===== config.mk =====
export PLATFORM = sky130hd
export DESIGN_NAME = vga_frame_timer
export DESIGN_NICKNAME = d
export VERILOG_FILES = /design/src/rtl/vga_timing_pkg.sv /design/src/rtl/pixel_tick_divider.sv /design/src/rtl/vga_frame_timer.sv
export SDC_FILE = /design/constraint.sdc
export NUM_CORES = 1
export LEC_CHECK = 0
export CAP_MARGIN = 25
export CORE_MARGIN = 8
export CORE_UTILIZATION = 50
export CTS_CLUSTER_DIAMETER = 120
export DETAILED_ROUTE_END_ITERATION = 8
export PLACE_DENSITY = 0.78
export SYNTH_ARGS = -nofsm -noshare
export SYNTH_HDL_FRONTEND = slang
export SYNTH_HIERARCHICAL = 1
export SYNTH_SLANG_ARGS = --single-unit

===== constraint.sdc =====
create_clock -name clock -period 4.1 [get_ports clock]
set_input_delay 0.82 -clock clock [delete_from_list [all_inputs] [get_ports clock]]
set_output_delay 0.82 -clock clock [all_outputs]
set_load 0.005 [all_outputs]

===== src/rtl/vga_timing_pkg.sv =====
// Shared VGA raster timing constants (640x480@60 defaults) and helpers.
// Imported by the frame timer, the renderer and the regfile-side bound checks
// so that every consumer agrees on totals and sync windows.
package vga_timing_pkg;

  // Counter widths shared by every raster consumer.
  localparam int unsigned CNT_W   = 10;
  localparam int unsigned CMP_W   = CNT_W + 1;
  localparam int unsigned FRAME_W = 16;
  localparam int unsigned DIV_W   = 3;

  // Default 640x480@60 timing.
  localparam int unsigned VGA_CLK_DIV  = 2;
  localparam int unsigned VGA_H_ACTIVE = 640;
  localparam int unsigned VGA_H_FP     = 16;
  localparam int unsigned VGA_H_SYNC   = 96;
  localparam int unsigned VGA_H_BP     = 48;
  localparam int unsigned VGA_V_ACTIVE = 480;
  localparam int unsigned VGA_V_FP     = 10;
  localparam int unsigned VGA_V_SYNC   = 2;
  localparam int unsigned VGA_V_BP     = 33;

  // Derived totals and sync windows (start inclusive, end exclusive).
  localparam int unsigned VGA_H_TOTAL      = VGA_H_ACTIVE + VGA_H_FP + VGA_H_SYNC + VGA_H_BP;
  localparam int unsigned VGA_V_TOTAL      = VGA_V_ACTIVE + VGA_V_FP + VGA_V_SYNC + VGA_V_BP;
  localparam int unsigned VGA_H_SYNC_START = VGA_H_ACTIVE + VGA_H_FP;
  localparam int unsigned VGA_H_SYNC_END   = VGA_H_SYNC_START + VGA_H_SYNC;
  localparam int unsigned VGA_V_SYNC_START = VGA_V_ACTIVE + VGA_V_FP;
  localparam int unsigned VGA_V_SYNC_END   = VGA_V_SYNC_START + VGA_V_SYNC;

  // One extra bit so a window end equal to a 1024 total does not alias to 0.
  function automatic logic in_window(input logic [CMP_W-1:0] pos,
                                     input logic [CMP_W-1:0] lo,
                                     input logic [CMP_W-1:0] hi);
    return (pos >= lo) && (pos < hi);
  endfunction

endpackage


===== src/rtl/pixel_tick_divider.sv =====
// Divides the system clock down to the pixel rate.
// Ports:
//   clock      - system clock
//   reset      - synchronous active-high reset
//   enable     - when low the divider holds and no tick is produced
//   pixel_tick - high for the one clock in which the raster advances
module pixel_tick_divider
  import vga_timing_pkg::*;
#(
  parameter int unsigned CLK_DIV = VGA_CLK_DIV
) (
  input  logic clock,
  input  logic reset,
  input  logic enable,
  output logic pixel_tick
);

  localparam logic [DIV_W-1:0] DIV_LAST = DIV_W'(CLK_DIV - 1);

  logic [DIV_W-1:0] div;

  // Tick is combinational so the counters advance on the edge closing it.
  assign pixel_tick = enable && !reset && (div == DIV_LAST);

  // Phase counter 0..CLK_DIV-1; frozen while disabled.
  always_ff @(posedge clock) begin
    if (reset) begin
      div <= '0;
    end else if (enable) begin
      div <= (div == DIV_LAST) ? '0 : div + DIV_W'(1);
    end
  end

endmodule


===== src/rtl/vga_frame_timer.sv =====
// VGA raster timing generator for the pong display.
// Ports:
//   clock, reset      - system clock, synchronous active-high reset
//   enable            - low freezes divider, counters and frame count
//   pixel_tick        - one-clock pixel-rate strobe
//   x, y              - raster position
//   hsync, vsync      - sync outputs, SYNC_ACTIVE level while in the sync window
//   active_video      - (x,y) is inside the visible area
//   screen_end        - one-clock pulse when (x,y) becomes (0,V_ACTIVE)
//   frame_start       - one-clock pulse when (x,y) returns to (0,0)
//   frame_count       - completed frames, wraps modulo 2^16
module vga_frame_timer
  import vga_timing_pkg::*;
#(
  parameter int unsigned CLK_DIV     = VGA_CLK_DIV,
  parameter int unsigned H_ACTIVE    = VGA_H_ACTIVE,
  parameter int unsigned H_FP        = VGA_H_FP,
  parameter int unsigned H_SYNC      = VGA_H_SYNC,
  parameter int unsigned H_BP        = VGA_H_BP,
  parameter int unsigned V_ACTIVE    = VGA_V_ACTIVE,
  parameter int unsigned V_FP        = VGA_V_FP,
  parameter int unsigned V_SYNC      = VGA_V_SYNC,
  parameter int unsigned V_BP        = VGA_V_BP,
  parameter logic        SYNC_ACTIVE = 1'b0
) (
  input  logic         clock,
  input  logic         reset,
  input  logic         enable,
  output logic         pixel_tick,
  output logic [9:0]   x,
  output logic [9:0]   y,
  output logic         hsync,
  output logic         vsync,
  output logic         active_video,
  output logic         screen_end,
  output logic         frame_start,
  output logic [15:0]  frame_count
);

  localparam int unsigned H_TOTAL      = H_ACTIVE + H_FP + H_SYNC + H_BP;
  localparam int unsigned V_TOTAL      = V_ACTIVE + V_FP + V_SYNC + V_BP;
  localparam int unsigned H_SYNC_START = H_ACTIVE + H_FP;
  localparam int unsigned H_SYNC_END   = H_SYNC_START + H_SYNC;
  localparam int unsigned V_SYNC_START = V_ACTIVE + V_FP;
  localparam int unsigned V_SYNC_END   = V_SYNC_START + V_SYNC;

  // Reject parameter sets the 10-bit counters or 3-bit divider cannot hold.
  if (H_TOTAL > 1024) begin : g_bad_h_total
    $error("vga_frame_timer: H_TOTAL exceeds 1024");
  end
  if (V_TOTAL > 1024) begin : g_bad_v_total
    $error("vga_frame_timer: V_TOTAL exceeds 1024");
  end
  if ((CLK_DIV < 1) || (CLK_DIV > 8)) begin : g_bad_clk_div
    $error("vga_frame_timer: CLK_DIV outside 1..8");
  end

  logic [CNT_W-1:0] x_nxt;
  logic [CNT_W-1:0] y_nxt;
  logic             line_end;
  logic             screen_end_nxt;
  logic             frame_start_nxt;

  pixel_tick_divider #(
    .CLK_DIV(CLK_DIV)
  ) u_pixel_tick_divider (
    .clock     (clock),
    .reset     (reset),
    .enable    (enable),
    .pixel_tick(pixel_tick)
  );

  // Next raster position; sync/active are decoded from it so they land with x/y.
  always_comb begin
    x_nxt           = x;
    y_nxt           = y;
    line_end        = (x == CNT_W'(H_TOTAL - 1));
    screen_end_nxt  = 1'b0;
    frame_start_nxt = 1'b0;
    if (pixel_tick) begin
      if (line_end) begin
        x_nxt = '0;
        if (y == CNT_W'(V_TOTAL - 1)) begin
          y_nxt           = '0;
          frame_start_nxt = 1'b1;
        end else begin
          y_nxt = y + CNT_W'(1);
        end
        screen_end_nxt = (y == CNT_W'(V_ACTIVE - 1));
      end else begin
        x_nxt = x + CNT_W'(1);
      end
    end
  end

  // Raster state, decoded outputs and frame pulses.
  always_ff @(posedge clock) begin
    if (reset) begin
      x            <= '0;
      y            <= '0;
      hsync        <= ~SYNC_ACTIVE;
      vsync        <= ~SYNC_ACTIVE;
      active_video <= 1'b1;
      screen_end   <= 1'b0;
      frame_start  <= 1'b0;
      frame_count  <= '0;
    end else begin
      x            <= x_nxt;
      y            <= y_nxt;
      hsync        <= in_window({1'b0, x_nxt}, CMP_W'(H_SYNC_START), CMP_W'(H_SYNC_END))
                      ? SYNC_ACTIVE : ~SYNC_ACTIVE;
      vsync        <= in_window({1'b0, y_nxt}, CMP_W'(V_SYNC_START), CMP_W'(V_SYNC_END))
                      ? SYNC_ACTIVE : ~SYNC_ACTIVE;
      active_video <= ({1'b0, x_nxt} < CMP_W'(H_ACTIVE)) && ({1'b0, y_nxt} < CMP_W'(V_ACTIVE));
      screen_end   <= screen_end_nxt;
      frame_start  <= frame_start_nxt;
      if (frame_start_nxt) begin
        frame_count <= frame_count + FRAME_W'(1);
      end
    end
  end

endmodule


==> results of run 1 <==
where the power goes:
| part | switching [mW] | internal, mW |
|---|---|---|
| Clock | 0.151 | 0.135 |
| Combinational | 0.0108 | 0.00789 |
| Sequential | 0.00210 | 0.428 |
state kept, by name, summed over array words and instances, names as in the netlist:
register,cells
frame_count,16
x,10
y,10
u_pixel_tick_divider/div,3
active_video,1
frame_start,1
hsync,1
screen_end,1
vsync,1
cell families after synthesis:
kind of cell	Yosys count	synth area share [%]
simple gates	127	30.44
fa+ha+maj	4	2.170
xor+xnor	20	7.596
flops	44	38.20
compound gates	56	14.70
buf+inv	28	5.805
mux	2	1.085
per-layer routing:
layer	share of wire [%]	vias to the layer above	global-route usage, %
met3	6.4	8	5.371
met5	0	-	0
li1	-	1067	-
met2	46	55	23.37
met4	1.6	0	5.181
met1	46	943	18.24
critical path, cell delays in order:
cell                              delay (ns)
sky130_fd_sc_hd__clkdlybuf4s50_1        0.56
sky130_fd_sc_hd__nand2_1                0.07
sky130_fd_sc_hd__nor4_1                 0.24
sky130_fd_sc_hd__buf_4                  0.21
sky130_fd_sc_hd__clkdlybuf4s50_1        0.50
layout by cell type (no fill, tap or decap), types with 2 or more instances in the layout:
| master | synthesis | routed |
|---|---|---|
| sky130_fd_sc_hd__a21oi_1 | 23 | 23 |
| sky130_fd_sc_hd__nand3_1 | 12 | 12 |
| sky130_fd_sc_hd__clkinv_2 | 0 | 2 |
| sky130_fd_sc_hd__xnor2_1 | 10 | 10 |
| sky130_fd_sc_hd__nor3_1 | 5 | 5 |
| sky130_fd_sc_hd__or3_1 | 12 | 12 |
| sky130_fd_sc_hd__nand4b_1 | 2 | 2 |
| sky130_fd_sc_hd__ha_1 | 4 | 4 |
| sky130_fd_sc_hd__dfxtp_1 | 44 | 44 |
| sky130_fd_sc_hd__clkbuf_8 | 0 | 6 |
| sky130_fd_sc_hd__buf_4 | 2 | 3 |
| sky130_fd_sc_hd__or4_1 | 2 | 2 |
| sky130_fd_sc_hd__and3_1 | 6 | 6 |
| sky130_fd_sc_hd__o21ai_0 | 16 | 16 |
| sky130_fd_sc_hd__and4_1 | 2 | 2 |
| sky130_fd_sc_hd__and2_1 | 2 | 2 |
| sky130_fd_sc_hd__nor4_1 | 3 | 3 |
| sky130_fd_sc_hd__nor2_1 | 29 | 29 |
| sky130_fd_sc_hd__clkdlybuf4s50_1 | 0 | 44 |
| sky130_fd_sc_hd__inv_1 | 7 | 7 |
| sky130_fd_sc_hd__nand2_1 | 24 | 24 |
| sky130_fd_sc_hd__nand4_1 | 14 | 14 |
| sky130_fd_sc_hd__o31ai_1 | 2 | 2 |
| sky130_fd_sc_hd__xor2_1 | 10 | 10 |
| sky130_fd_sc_hd__o211ai_1 | 2 | 2 |
cell type report:
class                   instances  area share, %
clock inverters                 2         0.3551
multi-input cells             209          45.81
well taps                      52          2.308
repair buffers                 47          16.42
inverters                       7         0.9321
flip-flops and latches         44          31.25
clock buffers                   6          2.929
worst max-delay path by stage:
stage	end	slack [ns]	startpoint
6_report	pixel_tick	0.86	enable
5_1_grt	vsync	0.66	enable
4_1_cts	pixel_tick	0.85	enable
3_5_place_dp	vsync	0.59	enable
3_3_place_gp	vsync	0.62	enable
2_1_floorplan	vsync	1.05	reset
stage by stage:
step                      hold slack [ns]  cell area [µm²]
after floorplan                    0.4743             2306
after global placement             0.4782             2726
after CTS                          0.5001             2819
after global routing               0.5380             2819
final                              0.4997             2819
after detailed placement           0.4847             2726
==> results.py, run 1 <==
metrics = {
    "yosys": {
        "synth.top_cells.by_count": "44 x sky130_fd_sc_hd__dfxtp_1, 29 x sky130_fd_sc_hd__nor2_1, 24 x sky130_fd_sc_hd__nand2_1, 23 x sky130_fd_sc_hd__a21oi_1, 16 x sky130_fd_sc_hd__o21ai_0",
        "synth.net_count": 288,
        "yosysSeqAreaShare_pct": 38.20,
        "share_of_flip_flops_with_an_asynchronous_set_or_reset_pct": 0,
        "yosys.area.top_type": "sky130_fd_sc_hd__dfxtp_1",
        "netlist-cell-type-count": 55,
        "synth_seq_cells": 44,
        "count_of_flip_flops_with_a_built_in_enable_after_synthesis": 0,
        "avgSynthCellArea_um2": 8.206,
        "synth-warning-count": 6,
        "netlist_instances": 281,
        "netlist.area_leader.share_pct": 38.20,
        "synthTopCellsByArea": "sky130_fd_sc_hd__dfxtp_1 38%, sky130_fd_sc_hd__a21oi_1 5.0%, sky130_fd_sc_hd__nor2_1 4.7%",
        "postSynth.topFlopCell": "sky130_fd_sc_hd__dfxtp_1",
        "synth.cell_area_um2": 2306,
        "synthMostInstantiatedCell": "sky130_fd_sc_hd__dfxtp_1",
    },
    "floorplanning": {
        "core.rowCount": 24,
        "core-area_um2": 4414,
        "die_height_um": 83.91,
        "initial_utilization_pct": 52.24,
        "floorplan.die.width_um": 83.91,
        "die-area_um2": 7041,
        "num_io_pins": 45,
    },
    "setup_path": {
        "rr_worst_depth": 8,
        "r2r_slack_ns": 1.58,
        "crit_arrival_ns": 2.42,
        "cp-end-kind": "primary output",
        "r2r-start": "u_pixel_tick_divider/div[0]",
        "critPathMaxFanout": 6,
        "critical_path_class": "in -> out",
        "timing.critical_path.required_ns": 3.28,
        "r2r-end": "vsync",
        "setup.worst_path.start_class": "input port",
    },
    "hold_path": {
        "holdCritPathClass": "reg -> reg",
        "holdCritStartpoint": "frame_count[15]",
        "worst_hold_path.endpoint": "frame_count[15]",
        "hold_path_depth": 2,
    },
    "layout": {
        "nNetsFinal": 321,
        "layoutNonFillerInstCount": 367,
        "fin_util_pct": 63.86,
        "multi_input_combinational_cell_area_um2": 1291,
        "fillers": 386,
        "ratio_of_cells_with_drive_above_1_in_the_final_layout_pct": 6.667,
        "syn_to_final_growth_pct": 22.25,
        "regArea_um2": 880.8,
        "diodes": 0,
    },
    "timing": {
        "final_count_of_pins_violating_max_slew": 0,
        "finalHoldViolations": 0,
        "finalSetupViolCount": 0,
        "clock.fmax_ghz": 0.3091,
        "final_min_period_over_clock_period_pct": 78.91,
        "layout_setup_ws_ns": 0.8647,
        "grt_setup_unrepaired": "false",
        "final_worst_path_period_need_ns": 3.235,
        "finalSetupTns_ns": 0,
        "tightest_slew_ns": 0.4262,
        "final.setup_skew_ns": 0.008076,
        "slew-limit-headroom_pct": 71.51,
    },
    "clock_network": {
        "cts_max_level": 2,
        "number_of_resized_instances_in_the_post_cts_repair_step": 0,
        "clockRootBuffer": "sky130_fd_sc_hd__clkbuf_8",
        "clkSlewWorstSetupHoldPaths_ns": 0.08,
        "tritoncts": "built",
        "clock_insertion_delay_worst_skew_ns": 0.30,
        "cts_max_path_buffers": 2,
        "cts.hold.buffers_added": 0,
        "cts_sinks": 44,
        "post_cts_repair_setup_buffers": 0,
        "numCtsBuffers": 5,
    },
    "global_routing": {
        "global_route_wire_length_before_repair_um": 8907,
        "pin_count_of_the_biggest_net_entering_global_routing": 32,
        "first_global_vias": 1853,
        "grt_antenna_before_repair": 0,
        "gr-total-overflow": 0,
        "grt_util_all_layers_pct": 14.90,
    },
    "route": {
        "vias_per_cell": 5.649,
        "detailed_route_drc_error_count": 0,
        "initialDrtViolationCount": 158,
        "tritonroute_pass_1_iters": 5,
        "wl_per_cell_um": 14.40,
        "drt-total-wl_um": 5283,
        "routed-via-count": 2073,
        "postRouteAntennaNets": 0,
    },
    "place": {
        "sum_of_net_half_perimeters_after_detailed_placement_um": 3781,
        "finalWeightedCongestion": 0.8540,
        "post-place-ws_ns": 0.5904,
        "dp_cells": 359,
        "port_buffers": 44,
    },
    "power_and_ir_drop": {
        "vdd_ir_drop_max_mv": 0.1455,
        "power_density_nw_per_um2": 260.6,
        "p_leak_nw": 0.9440,
        "post_route_total_power_uw": 734.5,
    },
    "run": {
        "timing.max_cap.violations": 0,
    },
    "run_status": {
        "outcome": "finished clean",
    },
}
Note: power is estimated with default switching activity, not from simulation.
==> inputs of run 2 (changes only) <==
CORE_UTILIZATION = 46   (was 50)
PLACE_DENSITY = 0.75   (was 0.78)
clock period = 2.9 ns   (was 4.1 ns; I/O delays follow)
==> run 2 against run 1 <==
Against the previous run: worst hold slack lost 0.0035 ns; combinational power grew 51%; critical path type unchanged; clock-buffer cell count shrank 1; power grew 41%; highest routed layer unchanged; critical endpoint unchanged; via count grew 3.5%; wire length grew 2.1%; non-clock buffer count grew 9; critical path depth is the same; clock power grew 40%; core utilization shrank 3.2 points.
==> results.py, run 2 (synthesis gave the netlist of run 1 again) <==
metrics = {
    "timing": {
        "finalSetupViolCount": 0,
        "final_count_of_pins_violating_max_slew": 0,
        "worst_hold_slack_ns": 0.4962,
        "tightest_slew_ns": 0.4512,
        "layout_setup_ws_ns": 0.2479,
        "finalHoldViolations": 0,
        "grt_setup_unrepaired": "false",
        "final_worst_path_period_need_ns": 2.652,
        "final.setup_skew_ns": 0.01374,
        "final_min_period_over_clock_period_pct": 91.45,
        "slew-limit-headroom_pct": 69.88,
        "clock.fmax_ghz": 0.3771,
    },
    "clock_network": {
        "cts_max_level": 2,
        "clockRootBuffer": "sky130_fd_sc_hd__clkbuf_8",
        "tritoncts": "built",
        "cts_max_path_buffers": 2,
        "clkSlewWorstSetupHoldPaths_ns": 0.08,
        "number_of_resized_instances_in_the_post_cts_repair_step": 0,
        "post_cts_repair_setup_buffers": 0,
        "numCtsBuffers": 5,
        "cts.hold.buffers_added": 0,
        "clock_insertion_delay_worst_skew_ns": 0.31,
        "cts_sinks": 44,
    },
    "power_and_ir_drop": {
        "post_route_total_power_mw": 1.036,
        "power_density_nw_per_um2": 356.6,
        "p_leak_nw": 0.9753,
        "vdd_ir_drop_max_mv": 0.2615,
    },
    "route": {
        "tritonroute_pass_1_iters": 4,
        "drt-total-wl_um": 5392,
        "vias_per_cell": 5.488,
        "initialDrtViolationCount": 162,
        "routed-via-count": 2146,
        "detailed_route_drc_error_count": 0,
        "wl_per_cell_um": 13.79,
        "postRouteAntennaNets": 0,
    },
    "layout": {
        "largest_register_ff_count": 16,
        "ratio_of_cells_with_drive_above_1_in_the_final_layout_pct": 9.259,
        "diodes": 0,
        "regArea_um2": 880.8,
        "fillers": 432,
        "reg_top3": "frame_count: 16 flops, x: 10 flops, y: 10 flops",
        "layout.cell_area.non_filler_um2": 2905,
        "nNetsFinal": 330,
        "largest-register": "frame_count",
        "fin_util_pct": 60.71,
        "syn_to_final_growth_pct": 25.99,
        "multi_input_combinational_cell_area_um2": 1291,
        "most_frequent_cells_in_the_layout": "44 x sky130_fd_sc_hd__dfxtp_1, 44 x sky130_fd_sc_hd__clkdlybuf4s50_1, 29 x sky130_fd_sc_hd__nor2_1, 24 x sky130_fd_sc_hd__nand2_1, 23 x sky130_fd_sc_hd__a21oi_1",
    },
    "place": {
        "finalWeightedCongestion": 0.9080,
        "postPlaceCellArea_um2": 2813,
        "port_buffers": 44,
        "sum_of_net_half_perimeters_after_detailed_placement_um": 3907,
        "post-place-ws_ns": -0.01119,
    },
    "setup_path": {
        "critical-path-top-cell-by-count": "sky130_fd_sc_hd__clkdlybuf4s50_1",
        "r2r_slack_ns": 0.56,
        "crit_arrival_ns": 2.07,
        "rr_worst_depth": 7,
        "critPathMaxFanout": 6,
        "critical-path-slowest-cell": "sky130_fd_sc_hd__clkdlybuf4s50_1",
        "r2r-end": "vsync",
        "critical_path_class": "in -> out",
        "endpoint": "pixel_tick",
        "r2r-start": "x[5]",
        "cp-end-kind": "primary output",
        "setup.worst_path.start_class": "input port",
        "crit_path_cell_trace": "clkdlybuf4s50_1 > nand2_1 > nor4_1 > buf_4 > clkdlybuf4s50_1",
        "worst_path_largest_cell_delay_ns": 0.51,
        "cp-startpoint": "enable",
        "timing.critical_path.required_ns": 2.32,
    },
    "run_status": {
        "outcome": "finished clean",
    },
    "global_routing": {
        "grt_antenna_before_repair": 0,
        "global_route_wire_length_before_repair_um": 9128,
        "grt_util_all_layers_pct": 14.74,
        "pin_count_of_the_biggest_net_entering_global_routing": 32,
        "gr-total-overflow": 0,
        "first_global_vias": 1951,
    },
    "floorplanning": {
        "die_height_um": 86.80,
        "num_io_pins": 45,
        "die-area_um2": 7534,
        "initial_utilization_pct": 48.18,
        "floorplan.die.width_um": 86.80,
        "core.rowCount": 25,
        "core-area_um2": 4786,
    },
    "hold_path": {
        "holdCritPathClass": "reg -> reg",
    },
    "run": {
        "timing.max_cap.violations": 0,
    },
}
==> run 2: changes by cell type in the layout (fill, tap and decap cells not counted) <==
cell                         previous run  this run
sky130_fd_sc_hd__clkinv_2               2         0
sky130_fd_sc_hd__clkinv_4               0         1
sky130_fd_sc_hd__clkbuf_8               6         5
sky130_fd_sc_hd__clkinvlp_4             0         2
sky130_fd_sc_hd__buf_4                  3        12
==> run 2: layer usage <==
metal / up-vias / routed length (µm) / track usage, %
met5: - / 0 / 0
met4: 0 / 73 / 4.695
met3: 8 / 352 / 4.253
met2: 60 / 2471 / 23.53
met1: 986 / 2495 / 18.49
li1: 1092 / - / -
==> run 2: layout make-up <==
cell class                      count  area share (%)
Tap cell                           67           2.885
Inverter                            7          0.9044
Clock buffer                        5           2.369
Clock inverter                      3          0.8183
Sequential cell                    44           30.32
Multi-Input combinational cell    209           44.44
Timing Repair Buffer               56           18.26
==> run 2: through the flow <==
| step | std cells | TNS (ns) |
|---|---|---|
| 2_1_floorplan | 281 | 0 |
| 6_report | 391 | 0 |
| 5_1_grt | 391 | 0 |
| 3_3_place_gp | 383 | 0 |
| 3_5_place_dp | 383 | -0.01119 |
| 4_1_cts | 391 | 0 |
==> run 2: worst min-delay path by stage <==
stage	start	to	slack (ns)	cells after the start
2_1_floorplan	frame_count[15]	frame_count[15]	0.47	2
3_3_place_gp	frame_count[15]	frame_count[15]	0.48	2
3_5_place_dp	frame_count[15]	frame_count[15]	0.49	2
4_1_cts	frame_count[15]	frame_count[15]	0.50	2
5_1_grt	frame_count[13]	frame_count[13]	0.54	2
6_report	frame_count[15]	frame_count[15]	0.50	2
==> run 2: worst max-delay path, delay by kind of cell <==
| kind | cells | cell delay, ns |
|---|---|---|
| and+or+nand+nor | 2 | 0.29 |
| buffers and inverters | 3 | 1.20 |
==> run 2: where the power goes <==
group	total, mW	internal [mW]	switching [mW]
logic	0.0282	0.0121	0.0162
registers	0.609	0.606	0.00310
clock network	0.399	0.171	0.228
